File: config.mk
export PLATFORM = sky130hd
export DESIGN_NAME = seq_mult
export DESIGN_NICKNAME = d
export VERILOG_FILES = /design/src/rtl/seq_mult.sv
export SDC_FILE = /design/constraint.sdc
export NUM_CORES = 1
export LEC_CHECK = 0
export BUFFER_PORTS_ARGS = -buffer_cell sky130_fd_sc_hd__buf_2
export CAP_MARGIN = 20
export CORE_ASPECT_RATIO = 0.8
export CORE_UTILIZATION = 50
export DETAILED_ROUTE_END_ITERATION = 12
export PLACE_DENSITY = 0.7
export SLEW_MARGIN = 20
export SYNTH_ARGS = -nofsm -noshare
export SYNTH_HDL_FRONTEND = slang
export SYNTH_SLANG_ARGS = --single-unit
File: constraint.sdc
create_clock -name clk -period 2.5 [get_ports clk]
set_clock_uncertainty 0.05 [all_clocks]
set_input_delay 0.5 -clock clk [delete_from_list [all_inputs] [get_ports clk]]
set_output_delay 0.5 -clock clk [all_outputs]
set_load 0.02 [all_outputs]
File: src/rtl/seq_mult.sv
// seq_mult: iterative shift-and-add multiplier, one multiplier bit per clock, valid/ready on both sides.
// Define SEQ_MULT_SIGNED_EN to add the signed_mode port for two's-complement operands.
module seq_mult #(
    parameter int WIDTH = 5
) (
    input  logic               clk,
    input  logic               rst,
    input  logic [WIDTH-1:0]   in1,
    input  logic [WIDTH-1:0]   in2,
    input  logic               in_valid,
    output logic               in_ready,
    output logic [2*WIDTH-1:0] out,
    output logic               out_valid,
    input  logic               out_ready
`ifdef SEQ_MULT_SIGNED_EN
    ,
    input  logic               signed_mode
`endif
);
    localparam logic [1:0] IDLE = 2'd0;
    localparam logic [1:0] RUN  = 2'd1;
    localparam logic [1:0] DONE = 2'd2;
    localparam int CW = $clog2(WIDTH);
    localparam int PW = 2 * WIDTH;

    logic [1:0]       state_q, state_d;
    logic [PW-1:0]    acc_q, acc_d, mcand_q, mcand_d, out_q, out_d, sum;
    logic [WIDTH-1:0] mplier_q, mplier_d, mag1, mag2;
    logic [CW-1:0]    cnt_q, cnt_d;
    logic             neg_q, neg_d, sgn, neg1, neg2;

`ifdef SEQ_MULT_SIGNED_EN
    assign sgn = signed_mode;
`else
    assign sgn = 1'b0;
`endif

    // Signed operands are reduced to magnitudes; -2^(WIDTH-1) still fits unsigned in WIDTH bits.
    assign neg1 = sgn & in1[WIDTH-1];
    assign neg2 = sgn & in2[WIDTH-1];
    assign mag1 = neg1 ? -in1 : in1;
    assign mag2 = neg2 ? -in2 : in2;
    assign sum  = acc_q + (mplier_q[0] ? mcand_q : '0);

    assign in_ready  = state_q == IDLE;
    assign out_valid = state_q == DONE;
    assign out       = out_q;

    always_comb begin
        state_d  = state_q;
        acc_d    = acc_q;
        mcand_d  = mcand_q;
        mplier_d = mplier_q;
        cnt_d    = cnt_q;
        out_d    = out_q;
        neg_d    = neg_q;
        case (state_q)
            IDLE: if (in_valid) begin
                mcand_d  = {{WIDTH{1'b0}}, mag1};
                mplier_d = mag2;
                acc_d    = '0;
                cnt_d    = '0;
                neg_d    = neg1 ^ neg2;
                state_d  = RUN;
            end
            RUN: begin
                acc_d    = sum;
                mcand_d  = mcand_q << 1;
                mplier_d = mplier_q >> 1;
                cnt_d    = cnt_q + 1'b1;
                if (cnt_q == CW'(WIDTH - 1)) begin
                    out_d   = neg_q ? -sum : sum;
                    state_d = DONE;
                end
            end
            DONE: state_d = out_ready ? IDLE : DONE;
            default: state_d = IDLE;
        endcase
    end

    always_ff @(posedge clk or posedge rst) begin
        if (rst) begin
            state_q  <= IDLE;
            acc_q    <= '0;
            mcand_q  <= '0;
            mplier_q <= '0;
            cnt_q    <= '0;
            out_q    <= '0;
            neg_q    <= 1'b0;
        end else begin
            state_q  <= state_d;
            acc_q    <= acc_d;
            mcand_q  <= mcand_d;
            mplier_q <= mplier_d;
            cnt_q    <= cnt_d;
            out_q    <= out_d;
            neg_q    <= neg_d;
        end
    end
endmodule

# ---- Word-level counts from Yosys, hierarchy flattened
# Index checks and enable logic that the tools add are counted.
dict set report classes {
  div_mod_pow 0
  n_lt_le_gt_ge 0
  shift 0
  mul 0
  add_sub_neg 2
  reduce_logical 5
  n_mux 13
  bitwise_logic 0
  n_eq_ne 5
}
# op n
set ops {}
lappend ops {{$pmux W10 S2} 2}
lappend ops {{$mux W10} 3}
lappend ops {{$add A10 B10 Y10} 1}
lappend ops {{$pmux W5 S2} 1}
lappend ops {{$mux W2} 3}
lappend ops {{$pmux W2 S3} 1}
lappend ops {{$pmux W3 S2} 1}
lappend ops {{$reduce_and A2 Y1} 3}
lappend ops {{$mux W5} 1}
lappend ops {{$ne A2 B2 Y1 const B} 2}
lappend ops {{$add A3 B1 Y3 const B} 1}
lappend ops {{$eq A3 B3 Y1 const B} 1}
lappend ops {{$mux W3} 1}
lappend ops {{$eq A2 B1 Y1 const B} 1}
lappend ops {{$eq A2 B2 Y1 const B} 1}
lappend ops {{$logic_not A2 Y1} 1}
lappend ops {{$reduce_bool A2 Y1} 1}
dict set report totals {
  out_inout_bits 12
  register_bits 40
  ramBits 0
  mem_count 0
  word_cells 31
  mem_bits_ro 0
  latch_bits 0
  in_bits 14
}

# ---- Logic depth before layout (Yosys ltp)
# Gate-level depths: netlist (run 1).
dict set report logic_depth {
  depth_word 3
  mapped_depth 11
  depth_no_buf 10
}

# ---- Least setup slack after synthesis (run 1)
# Ideal clock, no wire load.
dict set report synth_timing {
  kind {flip-flop to flip-flop}
  startpoint {register mplier_q[0]}
  endpoint {register out_q[8] (netlist: out[8])}
  path_stages_with_launch 12
  slack_ps 367
  synth_period_minus_slack_ps 2133
  arrival_ps 1957
  n_path_buf 1
  cell_sequence {dfrtp_1 -> clkbuf_1 -> and2_1 -> ha_1 -> inv_1 -> fa_1 -> nor2b_1 -> o2111ai_1 -> nand3_1 -> a31oi_1 -> xor2_1 -> o21ai_0}
}
dict set report synth_via {
  elab_chain_len 2
}
# element line
set synth_lines {}
lappend synth_lines {{start: declaration} 28} ;# logic [WIDTH-1:0] mplier_q, mplier_d, mag1, mag2;
lappend synth_lines {{start signal: assignment} 94} ;# mplier_q <= mplier_d;
lappend synth_lines {{$mux W10} 43} ;# assign sum = acc_q + (mplier_q[0] ? mcand_q : '0);
lappend synth_lines {{$add A10 B10 Y10} 43}
lappend synth_lines {{end signal: assignment} 96} ;# out_q <= out_d;
lappend synth_lines {{end: declaration} 27} ;# logic [PW-1:0] acc_q, acc_d, mcand_q, mcand_d, out_q, out_d, sum;
# Every way passes these cells.
# A chain may end at the register's enable or synchronous reset.

# ---- Worst setup path after layout (run 1)
# Same ends and word-level chain as after synthesis.

==> results of run 1 <==
-- state kept, by name, indices dropped and copies added (netlist names) --
signal    cells
state_q       2
acc_q        10
out          10
mplier_q      5
mcand_q      10
cnt_q         3
-- cells by family after synthesis --
group / synth area share
adders and majority gates: 0.0756
AOI/OAI and AO/OA: 0.206
DFF: 0.480
xor gates and xnor gates: 0.0402
muxes: 0.0372
buffers and inverters: 0.0372
and+or+nand+nor: 0.124
-- worst min-delay path, delay by kind of cell --
family                 cells  cell delay, ns
buffers and inverters      3            0.54
-- metal layers --
metal | part of all wire | vias up | wire length [um]
li1 | - | 743 | -
met1 | 0.48 | 753 | 2060
met2 | 0.48 | 27 | 2060
met3 | 0.031 | 7 | 134
met4 | 0.011 | 0 | 48
met5 | 0 | - | 0
-- power by group --
part	total (mW)	switching, mW	internal [mW]	leakage [nW]
logic	1.10	0.644	0.453	0.611
registers	1.10	0.207	0.888	0.526
clock network	0.442	0.216	0.225	0.0455
total	2.63	1.07	1.57	1.18
-- area by class of cell --
type,instances,share of cell area
clock buffer,8,0.0384
inverter,8,0.0128
sequential,40,0.427
timing repair buffer,28,0.0629
tap,55,0.0293
multi-input combinational,137,0.429
-- Yosys cell counts --
| master | instances |
|---|---|
| ha_1 | 11 |
| a31oi_1 | 4 |
| a32o_1 | 1 |
| mux2_2 | 5 |
| o21bai_1 | 1 |
| dfrtp_1 | 40 |
| nor2b_1 | 9 |
| buf_1 | 1 |
| inv_2 | 1 |
| inv_1 | 7 |
| buf_2 | 2 |
| o21ai_1 | 5 |
| a21oi_1 | 11 |
| a21oi_2 | 1 |
| nor2_8 | 1 |
| mux2_1 | 1 |
| a41oi_2 | 1 |
| nor2_1 | 3 |
| a21bo_1 | 1 |
| xor2_1 | 5 |
| mux2i_1 | 1 |
| o21a_1 | 1 |
| and2_2 | 1 |
| nand2b_1 | 1 |
| o21ai_0 | 16 |
| and2_1 | 10 |
| nand2_1 | 18 |
| nand3_1 | 2 |
| xnor2_1 | 2 |
| buf_6 | 1 |
| clkbuf_1 | 6 |
| o2111ai_1 | 1 |
| a22oi_1 | 6 |
| fa_1 | 1 |
| a22o_2 | 1 |
| a21o_1 | 2 |
| xnor3_1 | 1 |
| nand3_4 | 1 |
| a22o_1 | 11 |
| o21ai_2 | 1 |
-- how the worst max path moves through the flow --
| stage | startpoint | end | slack (ns) | cells after the start |
|---|---|---|---|---|
| after floorplan | mplier_q[0]$_DFFE_PP0P_ | out[8]$_DFFE_PP0P_ | 0.37 | 11 |
| after global placement | mplier_q[0]$_DFFE_PP0P_ | out[8]$_DFFE_PP0P_ | 0.32 | 10 |
| after detailed placement | mplier_q[0]$_DFFE_PP0P_ | out[8]$_DFFE_PP0P_ | 0.23 | 10 |
| after CTS | mplier_q[0]$_DFFE_PP0P_ | out[8]$_DFFE_PP0P_ | 0.19 | 10 |
| after global routing | mplier_q[0]$_DFFE_PP0P_ | out[8]$_DFFE_PP0P_ | 0.08 | 10 |
| final | mplier_q[0]$_DFFE_PP0P_ | out[8]$_DFFE_PP0P_ | 0.26 | 10 |
-- per-stage QoR --
step           hold WS, ns  instance area [sq um]  utilization
2_1_floorplan        0.406                   2090            -
3_3_place_gp         0.411                   2250        0.578
3_5_place_dp         0.420                   2250        0.578
4_1_cts              0.292                   2340        0.601
5_1_grt              0.317                   2350        0.601
6_report             0.268                   2350        0.601
==> results.md, run 1 <==
* Status: completed
* Maxcap violations at 0
* Vias in the first global route at 1590
* Final setup TNS at 0 ns
* Initial DRC Count at 136
* Starting Density at 0.534
* Postcts setup bufs at 0
* Global route hottest layer: met2
* CTS H-tree lvls at 2
* R2R cell count at 10
* VDD IR max at 0.000429 V
* Largest net degree at the start of global routing at 41
* WL/cell at between 15 and 20 um
* Most common cell after layout, fill and taps aside: dfrtp_1
* CP top delay family: adder cells
* Placed cell count at around 270
* Worst setup SP type: flip-flop
* Mean number of vias per cell at 5.54
* #FFs+latches synth at 40
* Unique cell type count in the Yosys netlist at 40
* Finished Layout Cells at 276
* FF+latch area at 0.00100 sq mm
* Syn Area/Cell at 10.7 sq um
* Total GRT Usage at 0.221
* Detailed placer's ending HPWL at 2970 um
* Post-cts sizing count at 0
* Critical path capture point type: flip-flop
* First-pass GRT wire length at 7380 um
* Maximum fanout along the worst path at 11
* Rel. slew slack at 0.586
* Slew @ Worst Pin at 0.622 ns
* Routed Antenna Nets at 0
* Reg-to-Reg End: out[8]$_DFFE_PP0P_
* Hold-fix buffers at CTS at 0
* CTS Sinks at 40
* Top cell type's share of synthesized area at 0.480
* Layout area overhead at 12.5%
* Post-Synthesis Cells at 195
* Antenna cells at 0
* Number of buffers added on ports at 25
* Bufs and invs on worst path at 1
* Total wire length at roughly 4300 um
* Worst EP arrival at 2.37 ns
* I/O pin total at 26
* Die Y at 59.8 um
* R2R Path Start: mplier_q[0]$_DFFE_PP0P_
* Slowest cell on crit path: dfrtp_2
* CP cell instances: and2_1 -> ha_1 -> inv_1 -> fa_1 -> nor2b_1 -> o2111ai_1 -> nand3_1 -> a31oi_1 -> xor2_1 -> o21ai_0
* Leak Pwr at between 1 and 1.5 nW
* Worst reg2reg setup slack at 0.26 ns
* Hold Path Class: input pin to async pin
* Layout cells sized above 1 at 0.217
* Syn nets at 221
* Area of the multi-input gates at between 0.001 and 0.0015 sq mm
* Layout fillers at 343
* Total power at 2.63 mW
* Max frequency at 0.446 GHz
* Netlist Area Pre-Place at between 0.002 and 0.0025 sq mm
* CTS tree: done
* Final setup fails at 0
* Critical Path RT at 2.62 ns
* Final min period at 2.24 ns
* Ys Warns at 0
* Top cells by area, synth: dfrtp_1, ha_1, a22o_1
* Cell Rows at 20
* Total gr overflow at 0
* DP Worst Slack at 0.227 ns
* Met2 GRT Util at 0.355
* Initial antenna violation count at 0
* # DRC at 0
* Die area at around 0.0044 sq mm
* Slew Limit Fails at 0
* Synth area leader: dfrtp_1
* Seq/Total Area, Yosys at 0.480
* Total core area at 0.00390 sq mm
* CP max stage delay at 0.46 ns
* Pwr Density at 1120 mW/mm^2
* RSZ-0062 raised after global routing: no
* Kind of critical path: flip-flop to flip-flop
* First-pass iteration count of the detailed router at 4
* Gpl congestion at 0.864
* DIE WIDTH at 74.2 um
* Final hold vios at 0
* Routed vias at 1530
* Met3 Track Usage GR at 0.0506
* Layout Nets at 246
* Reg clk slew, reported paths at approximately 0.080 ns
* Most frequent cells in the layout: dfrtp_1, buf_2, nand2_1
* Setup WS post-layout at about 0.26 ns
* CTS Buffer Depth at 2
* Met1 usage at 0.296
* Clock Tree Root: clkbuf_8
* Clk Latency, worst-skew pair at 0.29 ns
* Fin crit share at 0.898
* Num CTS Buffers at 5
Power figures use the tool's default switching activity.
==> run 2: changes to the inputs <==
--- a/config.mk
+++ b/config.mk
@@ -5,7 +5,7 @@
 export SDC_FILE = /design/constraint.sdc
 export NUM_CORES = 1
 export LEC_CHECK = 0
-export BUFFER_PORTS_ARGS = -buffer_cell sky130_fd_sc_hd__buf_2
+export BUFFER_PORTS_ARGS = -buffer_cell sky130_fd_sc_hd__buf_4
 export CAP_MARGIN = 20
 export CORE_ASPECT_RATIO = 0.8
 export CORE_UTILIZATION = 50
@@ -15,3 +15,4 @@
 export SYNTH_ARGS = -nofsm -noshare
 export SYNTH_HDL_FRONTEND = slang
 export SYNTH_SLANG_ARGS = --single-unit
+export TNS_END_PERCENT = 1
==> results.md, run 2 (synthesized netlist as in run 1, its figures left out) <==
* Critical path depth at 10
* CTS Buffer Depth at 2
* Die area at 0.00444 sq mm
* Total power at 2.65 mW
* Critical path capture point type: flip-flop
* Total gr overflow at 0
* RSZ-0062 raised after global routing: no
* VDD IR max at 0.000511 V
* Worst EP arrival at roughly 2.4 ns
* Clock Tree Root: clkbuf_8
* Final min period at 2.25 ns
* Starting Density at 0.534
* Net Switching at 1.04 mW
* Cell Rows at 20
* CP cell instances: and2_1 -> ha_1 -> inv_1 -> fa_1 -> nor2b_1 -> o2111ai_1 -> nand3_1 -> a31oi_1 -> xor2_1 -> o21ai_0
* WL/cell at 15.0 um
* Status: completed
* First-pass iteration count of the detailed router at 4
* Total wire length at 4140 um
* Fin crit share at 0.902
* Switching Share at 0.393
* Layout fillers at 340
* Critical Path RT at 2.61 ns
* Combinational power share at 0.428
* Final hold vios at 0
* Total GRT Usage at 0.214
* Detailed placer's ending HPWL at 2920 um
* Maxcap violations at 0
* CP max stage delay at 0.49 ns
* Max frequency at 0.444 GHz
* Rel. slew slack at 0.584
* Routed Antenna Nets at 0
* Clk Latency, worst-skew pair at ~0.28 ns
* # DRC at 0
* Total core area at 0.00390 sq mm
* Most common cell after layout, fill and taps aside: dfrtp_1
* Cell-internal power at between 1.5 and 2 mW
* Leak Pwr at approximately 1.2 nW
* Antenna cells at 0
* Hold Path Class: input pin to async pin
* DIE WIDTH at between 70 and 80 um
* Bufs and invs on worst path at 1
* Pwr Density at 1100 mW/mm^2
* Routed vias at 1515
* Clock power share at 0.163
* Setup WS post-layout at 0.245 ns
* Hold-fix buffers at CTS at 0
* Slew Limit Fails at 0
* Layout Nets at approximately 250
* Postcts setup bufs at 0
* First-pass GRT wire length at roughly 7100 um
* Final core utilization at 0.617
* Num CTS Buffers at 5
* Layout area overhead at 15.4%
* Final setup TNS at 0 ns
* Slew @ Worst Pin at 0.623 ns
* Die Y at 59.8 um
* DP Worst Slack at 0.255 ns
* Layout cells sized above 1 at 0.213
* CTS Sinks at 40
* CP top delay family: adder cells
* Number of buffers added on ports at 25
* Final setup fails at 0
* Worst setup SP type: flip-flop
* Most frequent cells in the layout: dfrtp_1, buf_4, nand2_1
* Post-cts sizing count at 0
* Gpl congestion at 0.853
* Initial DRC Count at 99
* Maximum fanout along the worst path at 11
* Initial antenna violation count at 0
* Largest net degree at the start of global routing at 41
* Kind of critical path: flip-flop to flip-flop
* CTS H-tree lvls at 2
* Mean number of vias per cell at around 5.5
* Slowest cell on crit path: dfrtp_1
* Reg clk slew, reported paths at 0.08 ns
* CTS tree: done
* Sequential Power Share at 0.409
* Vias in the first global route at 1581
* R2R cell count at 10
* I/O pin total at 26
run 2: changes by cell type in the layout (fill, tap and decap cells not counted):
cell,previous run,this run
buf_2,25,0
dfrtp_1,39,40
buf_4,3,28
dfrtp_2,1,0
run 2: layout make-up:
class                      instances  area, sq um  area share
multi-input combinational        137         1010       0.418
tap                               55         68.8      0.0286
inverter                           8         30.0      0.0125
clock buffer                       8         90.1      0.0374
sequential                        40         1000       0.416
timing repair buffer              28          210      0.0873
run 2: per-layer routing:
layer	vias to the layer above	GRT usage	wire, um
li1	737	-	-
met1	749	0.281	1930
met2	27	0.362	2040
met3	2	0.0506	162
met4	0	0.0512	18
met5	-	0	0
run 2: power by group through the flow:
stage	Clock, mW	Sequential, mW	Combinational, mW
3_3_place_gp	0	1.08	1.10
6_report	0.433	1.08	1.13
2_1_floorplan	0	1.10	0.797
4_1_cts	0.447	1.09	1.15
5_1_grt	0.463	1.12	1.26
3_5_place_dp	0	1.10	1.14
run 2: tightest hold or removal path: stages:
cell	delay, ns
buf_4	0.10
inv_1	0.04
buf_4	0.42
run 2: final timing paths:
path	startpoint	endpoint	slack, ns
min in group clk	out_ready	state_q[1]$_DFFE_PP0P_	0.36
min	rst	acc_q[2]$_DFFE_PP0P_	0.29
max in group asynchronous	rst	mcand_q[2]$_DFFE_PP0P_	1.76
max	mplier_q[0]$_DFFE_PP0P_	out[8]$_DFFE_PP0P_	0.25
min reg2reg	out[9]$_DFFE_PP0P_	out[9]$_DFFE_PP0P_	0.44
max reg2reg	mplier_q[0]$_DFFE_PP0P_	out[8]$_DFFE_PP0P_	0.25
run 2: metrics by stage:
| step | cells | hold slack, ns | area (sq um) |
|---|---|---|---|
| 4_1_cts | 276 | 0.313 | 2410 |
| 5_1_grt | 276 | 0.348 | 2410 |
| 3_5_place_dp | 268 | 0.428 | 2320 |
| 6_report | 276 | 0.291 | 2410 |
| 2_1_floorplan | 195 | 0.406 | 2090 |
| 3_3_place_gp | 268 | 0.418 | 2320 |
